## src/rtl/sumador_pkg.sv

```systemverilog
// sumador_pkg: shared types and configuration checks for the pipelined
// add/subtract unit.
//   sumador_op_e    : operation encoding driven on the 'sub' input.
//   sumador_cfg_ok  : elaboration-time check that WIDTH splits evenly into
//                     STAGES slices and that 1 <= STAGES <= WIDTH.
package sumador_pkg;

  typedef enum logic {
    OP_ADD = 1'b0,
    OP_SUB = 1'b1
  } sumador_op_e;

  function automatic bit sumador_cfg_ok(input int width, input int stages);
    return (stages >= 1) && (stages <= width) && ((width % stages) == 0);
  endfunction

endpackage

```

## src/rtl/sumador_etapa.sv

```systemverilog
// sumador_etapa: one slice of the pipelined adder. Adds two SLICE-bit
// operands plus a carry and registers both the slice sum and the carry out
// when en is high.
// Ports:
//   clk, rst_n : clock and asynchronous active-low reset
//   en         : load enable (pipeline advance)
//   a, b       : slice operands (b already inverted for subtraction)
//   ci         : carry into this slice
//   s, co      : registered slice sum and carry out
module sumador_etapa #(
  parameter int SLICE = 16
) (
  input  logic             clk,
  input  logic             rst_n,
  input  logic             en,
  input  logic [SLICE-1:0] a,
  input  logic [SLICE-1:0] b,
  input  logic             ci,
  output logic [SLICE-1:0] s,
  output logic             co
);

  logic [SLICE:0]   total_next;
  logic [SLICE-1:0] s_reg;
  logic             co_reg;

  assign total_next = {1'b0, a} + {1'b0, b} + {{SLICE{1'b0}}, ci};

  always_ff @(posedge clk or negedge rst_n) begin
    if (!rst_n) begin
      s_reg  <= '0;
      co_reg <= 1'b0;
    end else if (en) begin
      s_reg  <= total_next[SLICE-1:0];
      co_reg <= total_next[SLICE];
    end
  end

  assign s  = s_reg;
  assign co = co_reg;

endmodule

```

## src/rtl/sumador_segmentado.sv

```systemverilog
// sumador_segmentado: pipelined WIDTH-bit add/subtract unit split into
// STAGES carry-chained slices, one register stage per slice, with
// valid/ready handshakes on both sides.
// Ports:
//   clk, rst_n          : clock and asynchronous active-low reset
//   in_valid / in_ready : input handshake (in_ready = pipeline advance)
//   a, b, cin, sub      : operands, carry in, 0 = a+b+cin, 1 = a+~b+cin
//   out_valid/out_ready : output handshake
//   sum, cout           : result modulo 2^WIDTH and raw carry out of MSB
//   ovf                 : signed overflow, present only when SUMADOR_OVF_EN
//                         is defined
// Stage k adds slice k using the carry registered by stage k-1. Operand
// slices not yet consumed ride a skew chain; finished result slices ride a
// deskew chain so the whole word leaves the last stage together.
module sumador_segmentado
  import sumador_pkg::*;
#(
  parameter int WIDTH  = 64,
  parameter int STAGES = 4
) (
  input  logic             clk,
  input  logic             rst_n,
  input  logic             in_valid,
  output logic             in_ready,
  input  logic [WIDTH-1:0] a,
  input  logic [WIDTH-1:0] b,
  input  logic             cin,
  input  logic             sub,
  output logic             out_valid,
  input  logic             out_ready,
  output logic [WIDTH-1:0] sum,
  output logic             cout
`ifdef SUMADOR_OVF_EN
  ,
  output logic             ovf
`endif
);

  localparam int SLICE  = WIDTH / STAGES;
  localparam bit CFG_OK = sumador_cfg_ok(WIDTH, STAGES);

  if (!CFG_OK) begin : g_cfg_err
    $error("sumador_segmentado: WIDTH must be a multiple of STAGES and 1 <= STAGES <= WIDTH");
  end

  sumador_op_e      op;
  logic [WIDTH-1:0] b_eff;
  logic             adv;

  logic [STAGES-1:0] valid_reg;
  // [stage][slice]: operand slices still waiting for their adder, and
  // result slices already produced by earlier stages.
  logic [SLICE-1:0]  a_skew_reg [STAGES][STAGES];
  logic [SLICE-1:0]  b_skew_reg [STAGES][STAGES];
  logic [SLICE-1:0]  res_reg    [STAGES][STAGES];

  logic [SLICE-1:0]  slice_a [STAGES];
  logic [SLICE-1:0]  slice_b [STAGES];
  logic [SLICE-1:0]  slice_s [STAGES];
  logic [STAGES-1:0] carry_in;
  logic [STAGES-1:0] carry;

  assign op    = sumador_op_e'(sub);
  assign b_eff = (op == OP_SUB) ? ~b : b;

  // Whole pipeline moves as one; a full output stage that is not taken
  // freezes everything, bubbles included.
  assign adv      = !out_valid || out_ready;
  assign in_ready = adv;

  for (genvar gi = 0; gi < STAGES; gi++) begin : g_stage
    if (gi == 0) begin : g_first
      assign slice_a[gi]  = a[SLICE-1:0];
      assign slice_b[gi]  = b_eff[SLICE-1:0];
      assign carry_in[gi] = cin;
    end else begin : g_rest
      assign slice_a[gi]  = a_skew_reg[gi-1][gi];
      assign slice_b[gi]  = b_skew_reg[gi-1][gi];
      assign carry_in[gi] = carry[gi-1];
    end

    sumador_etapa #(
      .SLICE(SLICE)
    ) u_etapa (
      .clk  (clk),
      .rst_n(rst_n),
      .en   (adv),
      .a    (slice_a[gi]),
      .b    (slice_b[gi]),
      .ci   (carry_in[gi]),
      .s    (slice_s[gi]),
      .co   (carry[gi])
    );
  end

  always_ff @(posedge clk or negedge rst_n) begin
    if (!rst_n) begin
      valid_reg <= '0;
      for (int k = 0; k < STAGES; k++) begin
        for (int j = 0; j < STAGES; j++) begin
          a_skew_reg[k][j] <= '0;
          b_skew_reg[k][j] <= '0;
          res_reg[k][j]    <= '0;
        end
      end
    end else if (adv) begin
      valid_reg[0] <= in_valid;
      for (int j = 1; j < STAGES; j++) begin
        a_skew_reg[0][j] <= a[j*SLICE +: SLICE];
        b_skew_reg[0][j] <= b_eff[j*SLICE +: SLICE];
      end
      for (int k = 1; k < STAGES; k++) begin
        valid_reg[k] <= valid_reg[k-1];
        for (int j = k + 1; j < STAGES; j++) begin
          a_skew_reg[k][j] <= a_skew_reg[k-1][j];
          b_skew_reg[k][j] <= b_skew_reg[k-1][j];
        end
        for (int j = 0; j < k - 1; j++) begin
          res_reg[k][j] <= res_reg[k-1][j];
        end
        res_reg[k][k-1] <= slice_s[k-1];
      end
    end
  end

  // Low slices come from the deskew chain, the top slice straight from the
  // last slice adder register.
  for (genvar gi = 0; gi < STAGES - 1; gi++) begin : g_out
    assign sum[gi*SLICE +: SLICE] = res_reg[STAGES-1][gi];
  end
  assign sum[(STAGES-1)*SLICE +: SLICE] = slice_s[STAGES-1];
  assign cout      = carry[STAGES-1];
  assign out_valid = valid_reg[STAGES-1];

`ifdef SUMADOR_OVF_EN
  // Operand sign bits ride alongside the last slice so overflow can be
  // judged against the registered sum MSB.
  logic a_msb_reg;
  logic b_msb_reg;

  always_ff @(posedge clk or negedge rst_n) begin
    if (!rst_n) begin
      a_msb_reg <= 1'b0;
      b_msb_reg <= 1'b0;
    end else if (adv) begin
      a_msb_reg <= slice_a[STAGES-1][SLICE-1];
      b_msb_reg <= slice_b[STAGES-1][SLICE-1];
    end
  end

  assign ovf = (a_msb_reg == b_msb_reg) && (sum[WIDTH-1] != a_msb_reg);
`endif

endmodule

```

## config.mk

```make
export PLATFORM = sky130hd
export DESIGN_NAME = sumador_segmentado
export DESIGN_NICKNAME = d
export VERILOG_FILES = /design/src/rtl/sumador_pkg.sv /design/src/rtl/sumador_etapa.sv /design/src/rtl/sumador_segmentado.sv
export SDC_FILE = /design/constraint.sdc
export NUM_CORES = 1
export LEC_CHECK = 0
export ABC_AREA = 1
export ABC_CLOCK_PERIOD_IN_PS = 1900
export CORE_ASPECT_RATIO = 0.9
export CORE_MARGIN = 2
export CORE_UTILIZATION = 52
export CTS_CLUSTER_DIAMETER = 50
export DETAILED_ROUTE_END_ITERATION = 10
export GPL_ROUTABILITY_DRIVEN = 1
export PLACE_DENSITY_LB_ADDON = 0.12
export SETUP_SLACK_MARGIN = 0.3
export SLEW_MARGIN = 20
export SYNTH_ARGS = -nofsm -noshare
export SYNTH_HDL_FRONTEND = slang
export SYNTH_SLANG_ARGS = --single-unit
```

## constraint.sdc

```tcl
create_clock -name clk -period 1.9 [get_ports clk]
set_input_delay 0.38 -clock clk [delete_from_list [all_inputs] [get_ports clk]]
set_output_delay 0.38 -clock clk [all_outputs]
set_load 0.005 [all_outputs]
```

-- Word-level counts from Yosys, hierarchy flattened
Cells that the tools add are included.
- bits in writable memories: 0
- register bits after elaboration: 360
- latch bits: 0
- ROM bits: 0
- memories kept: 0
- bits of input ports: 134
- output and inout port bits: 67
- add/sub/neg operators: 8
- reductions and logical operators: 2
- shift operators: 0
- magnitude comparators: 0
- divide/modulo/power cells: 0
- mux-type cells: 1
- multipliers: 0
- equality and inequality tests: 0
- bitwise gates (word level): 1
- operators with widths (cell ; count):
    adder 16 x 16 -> 17 bit ; 4
    adder 17 x 1 -> 17 bit ; 4
    2-to-1 mux 64 bit ; 1
    NOT 64 bit ; 1
    logical NOT 1 bit ; 1
    logical OR 1 bit ; 1

-- Logic depth before layout (Yosys ltp)
Gate-level depths: netlist of run 1.
- word-level depth: 4
- gate-level depth with buffers: 16
- mapped depth without buffers: 14

-- By module
A second synthesis of run 1 with hierarchy kept.
- cells, all modules: 2361
- area total of the unflattened synthesis: 18476.5 um^2
- modules (own cells, without submodules) (module ; seq. area each (um^2) ; times used ; area an instance (um^2) ; cells an instance):
    sumador_segmentado ; 7307.0 ; 1 ; 12087.8 ; 1374
    sumador_etapa (g_stage[0].u_etapa ...) ; 425.4 ; 3 ; 1602.8 ; 247
    sumador_etapa (g_stage[3].u_etapa) ; 425.4 ; 1 ; 1580.3 ; 246

-- Worst setup path before layout of run 1
OpenSTA, ideal clock, no wires.
- kind: in2reg
- from: input sub
- to: register g_stage[0].u_etapa.s_reg[12]
- path buffers: 2
- data arrival time: 2.304 ns
- stages: 13
- path slack: -0.522 ns
- path through: buf_4 buf_2 xnor2_1 fa_1 fa_1 inv_1 nand3_1 nand3_1 nand3_1 nand3_1 nand2_1 nand3_1 nand2_1
- longest elaborated chain between the ends: 3
- ends and longest elaborated chain (element ; line ; text):
    from (decl) ; sumador_segmentado.sv:28 ; input logic sub,
    2-to-1 mux 64 bit ; sumador_segmentado.sv:64 ; assign b_eff = (op == OP_SUB) ? ~b : b;
    adder 16 x 16 -> 17 bit ; sumador_etapa.sv:27 ; assign total_next = {1'b0, a} + {1'b0, b} + {{SLICE{1'b0}}, ci};
    adder 17 x 1 -> 17 bit ; sumador_etapa.sv:27 ;
    to (signal assigned) ; sumador_etapa.sv:34 ; s_reg <= total_next[SLICE-1:0];
    to (decl) ; sumador_etapa.sv:24 ; logic [SLICE-1:0] s_reg;
Every way passes these cells.
A chain may end at the register's enable or synchronous reset.

-- Worst setup path after layout of run 1
- from: register g_stage[2].u_etapa.co_reg
- to: register g_stage[3].u_etapa.s_reg[6]
- longest elaborated chain between the ends: 1
- ends and longest elaborated chain (element ; line ; text):
    from (decl) ; sumador_etapa.sv:25 ; logic co_reg;
    from (signal assigned) ; sumador_etapa.sv:35 ; co_reg <= total_next[SLICE];
    adder 17 x 1 -> 17 bit ; sumador_etapa.sv:27 ;
    to (signal assigned) ; sumador_etapa.sv:34 ;
    to (decl) ; sumador_etapa.sv:24 ;
Every way passes these cells.

==> run_results.csv, run 1 <==
group,metric,value,unit
synth,synth-edff-count,0,
critical_path,critPathKind,"reg2reg",
critical_path,crit_path_end_kind,"flip-flop",
final_layout,nFillCells,2618,
status,violations,"setup timing",
die,ios,201,
place,io_buffers,200,
global_routing,grt_pass1_wl,73.59,mm
global_routing,use_met2,38.88,%
global_routing,grt-busiest-layer,"met2",
cts,cts_inserted_buffers,41,
critical_path,cp.arrival,2.47,ns
final_layout,final_util,72.69,%
detailed_routing,drtIter0Drc,938,
detailed_routing,vias,15180,
die,dieWidth,200.9,µm
cts,root_buffer,"clkbuf_16",
sta,max-slew-margin-rel,43.86,%
sta,max_slew.worst_pin.slew,0.8421,ns
sta,worst_slack,-0.1410,ns
synth,yosysTopAreaCellShare,49.66,%
synth,yosysWarnings,0,
detailed_routing,firstDrtPassIters,5,
detailed_routing,viasPerCell,5.099,
synth,ys_top_cells_by_area,"dfrtp_1, nand2_1, inv_1",
synth,synthMuxAreaShare,0,%
critical_path,cp_data_required_time,2.33,ns
synth,synth-seq-cells,360,
power,power-per-cell-area,1684,nW/µm²
synth,netlist_area,18140,µm²
power,sw_frac_of_total,40.42,%
cts,cts.sink_count,360,
detailed_routing,wl,49.89,mm
synth,synth-adder-area-share,5.021,%
synth,synth_xor_area_share,3.718,%
power,clockPowerShare,19.5,%
cts,htree_levels,2,
detailed_routing,routedWlPerCell,16.76,µm
job,drv_cap,0,
cts,clk_latency,0.55,ns
synth,async_flop_share,100.0,%
synth,synth_simple_gate_area_share,24.35,%
synth,synth.most_common_cell,"nand2_1",
power,p_seq_share,32.6,%
synth,synth.distinct_cells,31,
power,p_switching,16930,µW
final_layout,syn_to_final_growth,37.03,%
synth,synth_area_per_cell,8.145,µm²
final_layout,nets,2683,
place,place_hpwl,30.66,mm
final_layout,multi_input_area,9128,µm²
sta,setup_viol,19,
critical_path,r2r_setup_slack,-0.14,ns
critical_path,worstRegToRegCells,9,
cts,clk_transition_reported_paths,0.06,ns
die,die_area,36400,µm²
synth,postSynthCellCount,2227,
sta,whs,0.3267,ns
synth,synth_common_cells,"nand2_1, dfrtp_1, inv_1",
place,gp_congestion,0.8824,
place,pre_cts_ws,-0.6333,ns
global_routing,grt_max_degree,107,
critical_path,critPathLaunchType,"flip-flop",
global_routing,use_met3,3.896,%
synth,synth_top_cell_by_area,"dfrtp_1",
cts,clockBufferDepth,3,
sta,skew,0.01501,ns
sta,maxSlewViolCount,0,
cts,cts_tree,"yes",
global_routing,grt-ovfl-total,0,
final_layout,regArea,9014,µm²
worst_hold_path,hold_class,"in2async",
synth,synth_top_flop_cell,"dfrtp_1",
synth,synth_compound_area_share,7.311,%
power,p_leak,0.01266,µW
sta,timing.fmax,0.4900,GHz
power,intPower,24940,µW
sta,finalCritPeriodShare,107.4,%
global_routing,antenna_found_initial,2,
detailed_routing,ant_nets,0,
sta,fin_crit,2.041,ns
sta,final.setup.tns,-1.370,ns
global_routing,grtUsageTotal,25.02,%
sta,rsz0062_at_grt,"true",
die,die_h,181.2,µm
synth,syn-num-nets,2429,
die,start_util,53.05,%
final_layout,layout-drive-gt1-share,23.88,%
synth,ys_seq_area_share,49.66,%
die,fp-row-count,64,
power,power_frac_comb,47.9,%
die,core,34190,µm²
power,peakVddDrop,0.9213,mV
power,total_power,41870,µW
detailed_routing,drc,0,
status,status,"finished, violations left",
sta,hold_viol,0,
synth,synth_top_family_by_area,"simple AND/OR/NAND/NOR gates",
global_routing,grt_pass1_vias,14195,
global_routing,grtUsageMet1,36.65,%
critical_path,cp_max_fo,4,
-- worst max-delay path: stages, from the launching register on --
cell and delay [ns]:
dfrtp_2 0.44, fa_2 0.40, fa_2 0.36, nand2_2 0.09, nand2_2 0.07, nand3b_1 0.11, nand2_2 0.10, or2_1 0.22
nand3_1 0.06, nand2_1 0.06
-- timing repair --
item,in CTS,in global routing
pin swaps,43,194
resized for setup,220,449
hold buffers,1,0
buffers inserted,22,31
gates cloned,4,21
hold endpoints to repair,33,0
endpoints found under the setup margin,123,135
-- final timing paths --
kind | from | endpoint
worst min-delay path | rst_n | sum[40]
max in group asynchronous | rst_n | res_reg[106]
min in group clk | sub | b_skew_reg[225]
worst min register to register | b_skew_reg[223] | b_skew_reg[159]
worst max-delay path | g_stage[2].u_etapa.co | g_stage[3].u_etapa.s[6]
worst max register to register | g_stage[2].u_etapa.co | g_stage[3].u_etapa.s[6]
-- layout make-up --
| type | instances | area share, % |
|---|---|---|
| clock buffer | 55 | 4.540 |
| timing repair buffer | 345 | 15.57 |
| tap | 462 | 2.326 |
| antenna | 2 | 0.02013 |
| multi-input combinational | 1508 | 36.72 |
| inverter | 225 | 3.428 |
| sequential | 360 | 36.26 |
| clock inverter | 20 | 1.133 |
-- power by group through the flow --
stage          Combinational (µW)  Sequential, µW  Clock (µW)
3_3_place_gp                14800           13100           0
5_1_grt                     22200           14000        8640
6_report                    20100           13700        8160
2_1_floorplan               10900           12500           0
4_1_cts                     16700           13300        8290
3_5_place_dp                15100           13200           0
-- cell usage in the layout, fill, tap and decap left out, types with 10 or more instances in the layout --
cell type,n
a21oi_1,24
a21oi_2,11
buf_12,20
buf_16,11
buf_4,82
buf_6,15
clkbuf_16,56
clkdlybuf4s15_1,39
clkdlybuf4s50_1,117
dfrtp_1,356
dlygate4sd2_1,23
ha_1,30
ha_4,27
inv_1,214
inv_2,10
nand2_1,749
nand2_2,119
nand2_4,70
nand3_1,37
nand3_2,29
nand3b_1,10
nor2_1,48
o21ai_0,114
o21ai_1,43
o21ai_2,51
xnor2_1,51
xor2_1,14
-- layer usage --
layer | up-vias | part of all wire [%]
li1 | 7369 | -
met1 | 7309 | 46
met2 | 429 | 46
met3 | 73 | 5.1
met4 | 0 | 2.2
met5 | - | 0
-- stage by stage --
stage / std cells / area [µm²]
after floorplan: 2227 / 18260
after global placement: 2821 / 20570
after detailed placement: 2821 / 20570
after CTS: 2923 / 22780
after global routing: 2977 / 24860
final: 2977 / 24860
-- logic make-up (layout without fill, tap and decap cells) --
kind of cell / Yosys count / after routing
AO/OA/AOI/OAI: 247 / 247
XOR/XNOR: 77 / 77
adder cells (fa/ha/maj): 68 / 68
buffers and inverters: 359 / 645
flip-flops: 360 / 360
other: 0 / 2
AND/OR/NAND/NOR: 1116 / 1116
Note: power is estimated with default switching activity, not from simulation.
==> run 2: changes to the inputs <==
--- a/config.mk
+++ b/config.mk
@@ -7,6 +7,7 @@
 export LEC_CHECK = 0
 export ABC_AREA = 1
 export ABC_CLOCK_PERIOD_IN_PS = 1900
+export CAP_MARGIN = 40
 export CORE_ASPECT_RATIO = 0.9
 export CORE_MARGIN = 2
 export CORE_UTILIZATION = 52
@@ -14,7 +15,7 @@
 export DETAILED_ROUTE_END_ITERATION = 10
 export GPL_ROUTABILITY_DRIVEN = 1
 export PLACE_DENSITY_LB_ADDON = 0.12
-export SETUP_SLACK_MARGIN = 0.3
+export SETUP_SLACK_MARGIN = 0.4
 export SLEW_MARGIN = 20
 export SYNTH_ARGS = -nofsm -noshare
 export SYNTH_HDL_FRONTEND = slang
==> run_results.csv, run 2 (synthesis results as in run 1) <==
group,metric,value,unit
global_routing,grt-ovfl-total,0,
detailed_routing,firstDrtPassIters,7,
critical_path,endpoint,"g_stage[2].u_etapa.s[8]",
die,die_area,36400,µm²
place,gp_congestion,0.8832,
sta,max-slew-margin-rel,68.04,%
detailed_routing,vias,16430,
global_routing,grt_pass1_wl,82.99,mm
sta,final.setup.tns,-2.411,ns
critical_path,crit_chain,"fa_2, fa_2, nand2_2, nand2_2, and2_4, nand2_1, nand2_1, xor2_1, nand2_1, nand2_1",
cts,clk_latency,0.55,ns
final_layout,layout-drive-gt1-share,36.97,%
final_layout,final_util,80.13,%
sta,finalCritPeriodShare,111.9,%
cts,cts_tree,"yes",
die,ios,201,
sta,max_slew.worst_pin.slew,0.4795,ns
detailed_routing,viasPerCell,5.348,
die,core,34190,µm²
critical_path,cp.arrival,2.60,ns
critical_path,crit_path_end_kind,"flip-flop",
sta,whs,0.3490,ns
final_layout,nets,2779,
critical_path,r2r_start,"g_stage[1].u_etapa.co",
detailed_routing,wl,58.90,mm
place,place_hpwl,30.48,mm
die,fp-row-count,64,
job,drv_cap,0,
critical_path,critical_path.startpoint,"g_stage[1].u_etapa.co",
critical_path,cp_data_required_time,2.37,ns
global_routing,grtUsageTotal,28.39,%
place,io_buffers,200,
die,start_util,53.05,%
sta,skew,0.01825,ns
status,violations,"setup timing",
critical_path,max_stage_delay,0.45,ns
global_routing,grt_max_degree,58,
cts,clockBufferDepth,3,
sta,hold_viol,0,
critical_path,crit_top_cell,"nand2_1",
cts,cts_inserted_buffers,39,
sta,fin_crit,2.126,ns
sta,setup_viol,21,
sta,timing.fmax,0.4704,GHz
final_layout,nFillCells,2083,
cts,htree_levels,2,
status,status,"finished, violations left",
critical_path,worstReg2RegEnd,"g_stage[2].u_etapa.s[8]",
final_layout,final_cell_mix,"nand2_1, dfrtp_1, inv_1, nand2_2, nand2_4",
cts,clk_transition_reported_paths,0.06,ns
power,peakVddDrop,0.8970,mV
power,power-per-cell-area,1712,nW/µm²
detailed_routing,drtIter0Drc,1156,
global_routing,grt_pass1_vias,16084,
final_layout,multi_input_area,10180,µm²
critical_path,worstRegToRegCells,10,
final_layout,regArea,9015,µm²
sta,rsz0062_at_grt,"true",
die,dieWidth,200.9,µm
detailed_routing,routedWlPerCell,19.17,µm
critical_path,critPathKind,"reg2reg",
sta,worst_slack,-0.2257,ns
critical_path,critPathLaunchType,"flip-flop",
critical_path,cp_max_fo,3,
power,p_leak,0.01418,µW
sta,maxSlewViolCount,0,
worst_hold_path,hold_class,"in2async",
final_layout,final_common_cell,"nand2_1",
detailed_routing,ant_nets,0,
global_routing,antenna_found_initial,4,
critical_path,cpMaxStageDelayCell,"dfrtp_1",
die,die_h,181.2,µm
detailed_routing,drc,0,
final_layout,syn_to_final_growth,51.04,%
cts,root_buffer,"clkbuf_16",
critical_path,r2r_setup_slack,-0.23,ns
cts,cts.sink_count,360,
==> run 2: changes by cell type in the layout (fill, tap and decap cells not counted), sizes merged <==
cell and delta:
buf +150, clkdlybuf4s15 -37, dlygate4sd2 -10, dlymetal6s2s -9
clkinv -4, bufinv -3, diode +3, clkbuf +2
inv +2, bufbuf +1
==> run 2: timing repair <==
action | CTS | global route
gates cloned | 42 | 29
buffers inserted | 73 | 22
pin swaps | 139 | 132
hold endpoints to repair | 34 | 0
hold buffers | 1 | 0
resized for setup | 682 | 579
setup endpoints to repair | 240 | 338
==> run 2: metal layers <==
layer	GRT usage, %	routed length (µm)	share of wire, %
met1	37.74	23610	40
met2	48.43	29920	51
met3	3.680	3227	5.5
met4	9.156	2149	3.6
met5	0	0	0
==> run 2: layout make-up <==
type	instances	area share, %
Inverter	225	3.128
Clock inverter	15	0.5708
Timing Repair Buffer	443	20.04
Sequential cell	360	32.90
Tap cell	462	2.110
Multi-Input combinational cell	1508	37.14
Clock buffer	54	4.060
Antenna cell	5	0.04567
==> run 2: power by group <==
part	total, µW	switching, µW	leakage [µW]	internal [µW]
Combinational	25000	13300	0.00922	11700
Sequential	14300	3150	0.00435	11100
Clock	7660	3260	0.000622	4400
==> run 2: how the worst min path moves through the flow <==
| stage | from | endpoint | cells past startpoint |
|---|---|---|---|
| 6_report | rst_n | sum[3] | 2 |
| 3_3_place_gp | rst_n | sum[3] | 1 |
| 4_1_cts | a[37] | a_skew_reg[213] | 3 |
| 2_1_floorplan | rst_n | a_skew_reg[128] | 0 |
| 5_1_grt | rst_n | sum[2] | 2 |
| 3_5_place_dp | rst_n | sum[2] | 1 |
==> run 2: through the flow <==
| stage | setup WS [ns] | power, µW | instance area (µm²) | std cells |
|---|---|---|---|---|
| floorplan | -0.2510 | 23410 | 18260 | 2227 |
| global placement | -0.6004 | 27990 | 20680 | 2831 |
| detailed placement | -0.6694 | 28360 | 20680 | 2831 |
| CTS | -0.1164 | 40830 | 24660 | 3016 |
| global route | -0.2584 | 49590 | 27400 | 3071 |
| finish | -0.2257 | 46900 | 27400 | 3072 |
==> run 2: critical path, delay by kind of cell (launching register included) <==
family / cells / cell delay, ns
simple gates: 7 / 0.61
fa+ha+maj: 2 / 0.79
flops: 1 / 0.45
xor+xnor: 1 / 0.19
==> run 3: changes to the inputs <==
--- a/config.mk
+++ b/config.mk
@@ -7,11 +7,10 @@
 export LEC_CHECK = 0
 export ABC_AREA = 1
 export ABC_CLOCK_PERIOD_IN_PS = 1900
-export CAP_MARGIN = 40
+export CAP_MARGIN = 20
 export CORE_ASPECT_RATIO = 0.9
 export CORE_MARGIN = 2
 export CORE_UTILIZATION = 52
-export CTS_CLUSTER_DIAMETER = 50
 export DETAILED_ROUTE_END_ITERATION = 10
 export GPL_ROUTABILITY_DRIVEN = 1
 export PLACE_DENSITY_LB_ADDON = 0.12
@@ -20,3 +19,4 @@
 export SYNTH_ARGS = -nofsm -noshare
 export SYNTH_HDL_FRONTEND = slang
 export SYNTH_SLANG_ARGS = --single-unit
+export TNS_END_PERCENT = 1
==> run_results.csv, run 3 (synthesis results as in run 1) <==
group,metric,value,unit
die,dieWidth,200.9,µm
place,io_buffers,200,
sta,max_slew.worst_pin.slew,0.6223,ns
die,die_area,36400,µm²
cts,clk_latency,0.52,ns
detailed_routing,drtIter0Drc,676,
power,peakVddDrop,0.6803,mV
sta,max-slew-margin-rel,58.51,%
cts,htree_levels,2,
job,drv_cap,0,
sta,skew,0.01303,ns
status,status,"finished, violations left",
critical_path,critPathKind,"reg2reg",
final_layout,final_cell_mix,"nand2_1, dfrtp_1, inv_1, o21ai_0, clkdlybuf4s50_1",
power,p_leak,0.01150,µW
cts,cts_inserted_buffers,38,
cts,root_buffer,"clkbuf_16",
place,gp_congestion,0.8258,
sta,maxSlewViolCount,0,
die,die_h,181.2,µm
power,power-per-cell-area,1612,nW/µm²
final_layout,regArea,9009,µm²
die,fp-row-count,64,
global_routing,antenna_found_initial,1,
global_routing,grt_pass1_wl,69.67,mm
critical_path,cp.arrival,2.48,ns
place,place_hpwl,29.67,mm
sta,hold_viol,0,
sta,final.setup.tns,-1.156,ns
worst_hold_path,hold_class,"in2reg",
critical_path,cp_max_fo,3,
final_layout,syn_to_final_growth,24.40,%
sta,worst_slack,-0.1209,ns
sta,finalCritPeriodShare,106.4,%
detailed_routing,viasPerCell,4.864,
critical_path,crit_path_end_kind,"flip-flop",
cts,cts.sink_count,360,
detailed_routing,drc,0,
global_routing,grtUsageTotal,23.19,%
final_layout,layout-drive-gt1-share,16.30,%
power,total_power,36380,µW
die,start_util,53.05,%
detailed_routing,firstDrtPassIters,5,
detailed_routing,routedWlPerCell,14.28,µm
detailed_routing,vias,14160,
detailed_routing,ant_nets,0,
final_layout,final_common_cell,"nand2_1",
die,ios,201,
global_routing,grt-ovfl-total,0,
final_layout,multi_input_area,8109,µm²
sta,rsz0062_at_grt,"true",
critical_path,critPathLaunchType,"flip-flop",
place,pre_cts_ws,-0.6403,ns
sta,setup_viol,19,
critical_path,cp_data_required_time,2.36,ns
cts,clockBufferDepth,3,
final_layout,nFillCells,2887,
status,violations,"setup timing",
cts,cts_tree,"yes",
detailed_routing,wl,41.57,mm
die,core,34190,µm²
global_routing,grt_pass1_vias,13993,
sta,timing.fmax,0.4948,GHz
sta,fin_crit,2.021,ns
final_layout,nets,2623,
cts,clk_transition_reported_paths,0.06,ns
sta,whs,0.3659,ns
global_routing,grt_max_degree,91,
## run 3: metal layers
layer	global-route usage [%]	part of all wire (%)	vias to the layer above
li1	-	-	7228
met1	32.84	48	6655
met2	37.81	47	218
met3	3.499	3.6	59
met4	5.393	2.1	0
met5	0	0	-
## run 3: cell type report
class	instances	share of cell area (%)
Tap cell	462	2.562
Sequential cell	360	39.92
Inverter	225	3.776
Antenna cell	1	0.01109
Clock inverter	6	0.2440
Multi-Input combinational cell	1508	35.94
Clock buffer	61	5.456
Timing Repair Buffer	288	12.09
## run 3: worst paths after layout
check,from,end,slack (ns),cells past startpoint
worst max-delay path,a_skew_reg[64],g_stage[3].u_etapa.s[8],-0.12,10
worst min-delay path,b[0],g_stage[0].u_etapa.s[0],0.37,4
worst max register to register,a_skew_reg[64],g_stage[3].u_etapa.s[8],-0.12,10
worst min register to register,a_skew_reg[129],a_skew_reg[65],0.46,2
max in group asynchronous,rst_n,b_skew_reg[234],0.87,3
min in group asynchronous,rst_n,sum[43],0.41,2
## run 3: power by group
part | internal (µW) | total, µW | switching, µW | leakage [µW]
sequential | 11100 | 13200 | 2080 | 0.00435
clock | 4560 | 7510 | 2950 | 0.000641
combinational | 6620 | 15700 | 9070 | 0.00651
## run 3: through the flow
step	instance area [µm²]	std cells	util (%)
2_1_floorplan	18210	2227	-
3_3_place_gp	20780	2840	60.78
3_5_place_dp	20780	2840	60.78
4_1_cts	22030	2909	64.43
5_1_grt	22560	2910	65.99
6_report	22570	2911	65.99
## run 3: timing repair
action | CTS | global route
pin swaps | 57 | 62
gates resized for setup | 360 | 128
setup endpoints to repair | 170 | 173
hold buffers | 1 | 0
hold endpoints to repair | 30 | 0
buffers inserted | 1 | 1
## run 3: critical path: stages, from the launching register on
cell and delay (ns):
dfrtp_1 0.40, fa_2 0.43, fa_2 0.37, nand2_2 0.08
nand2_1 0.07, and2_4 0.15, nand2_1 0.06, nand2_1 0.07
xor2_1 0.20, nand2_1 0.08, nand2_1 0.06
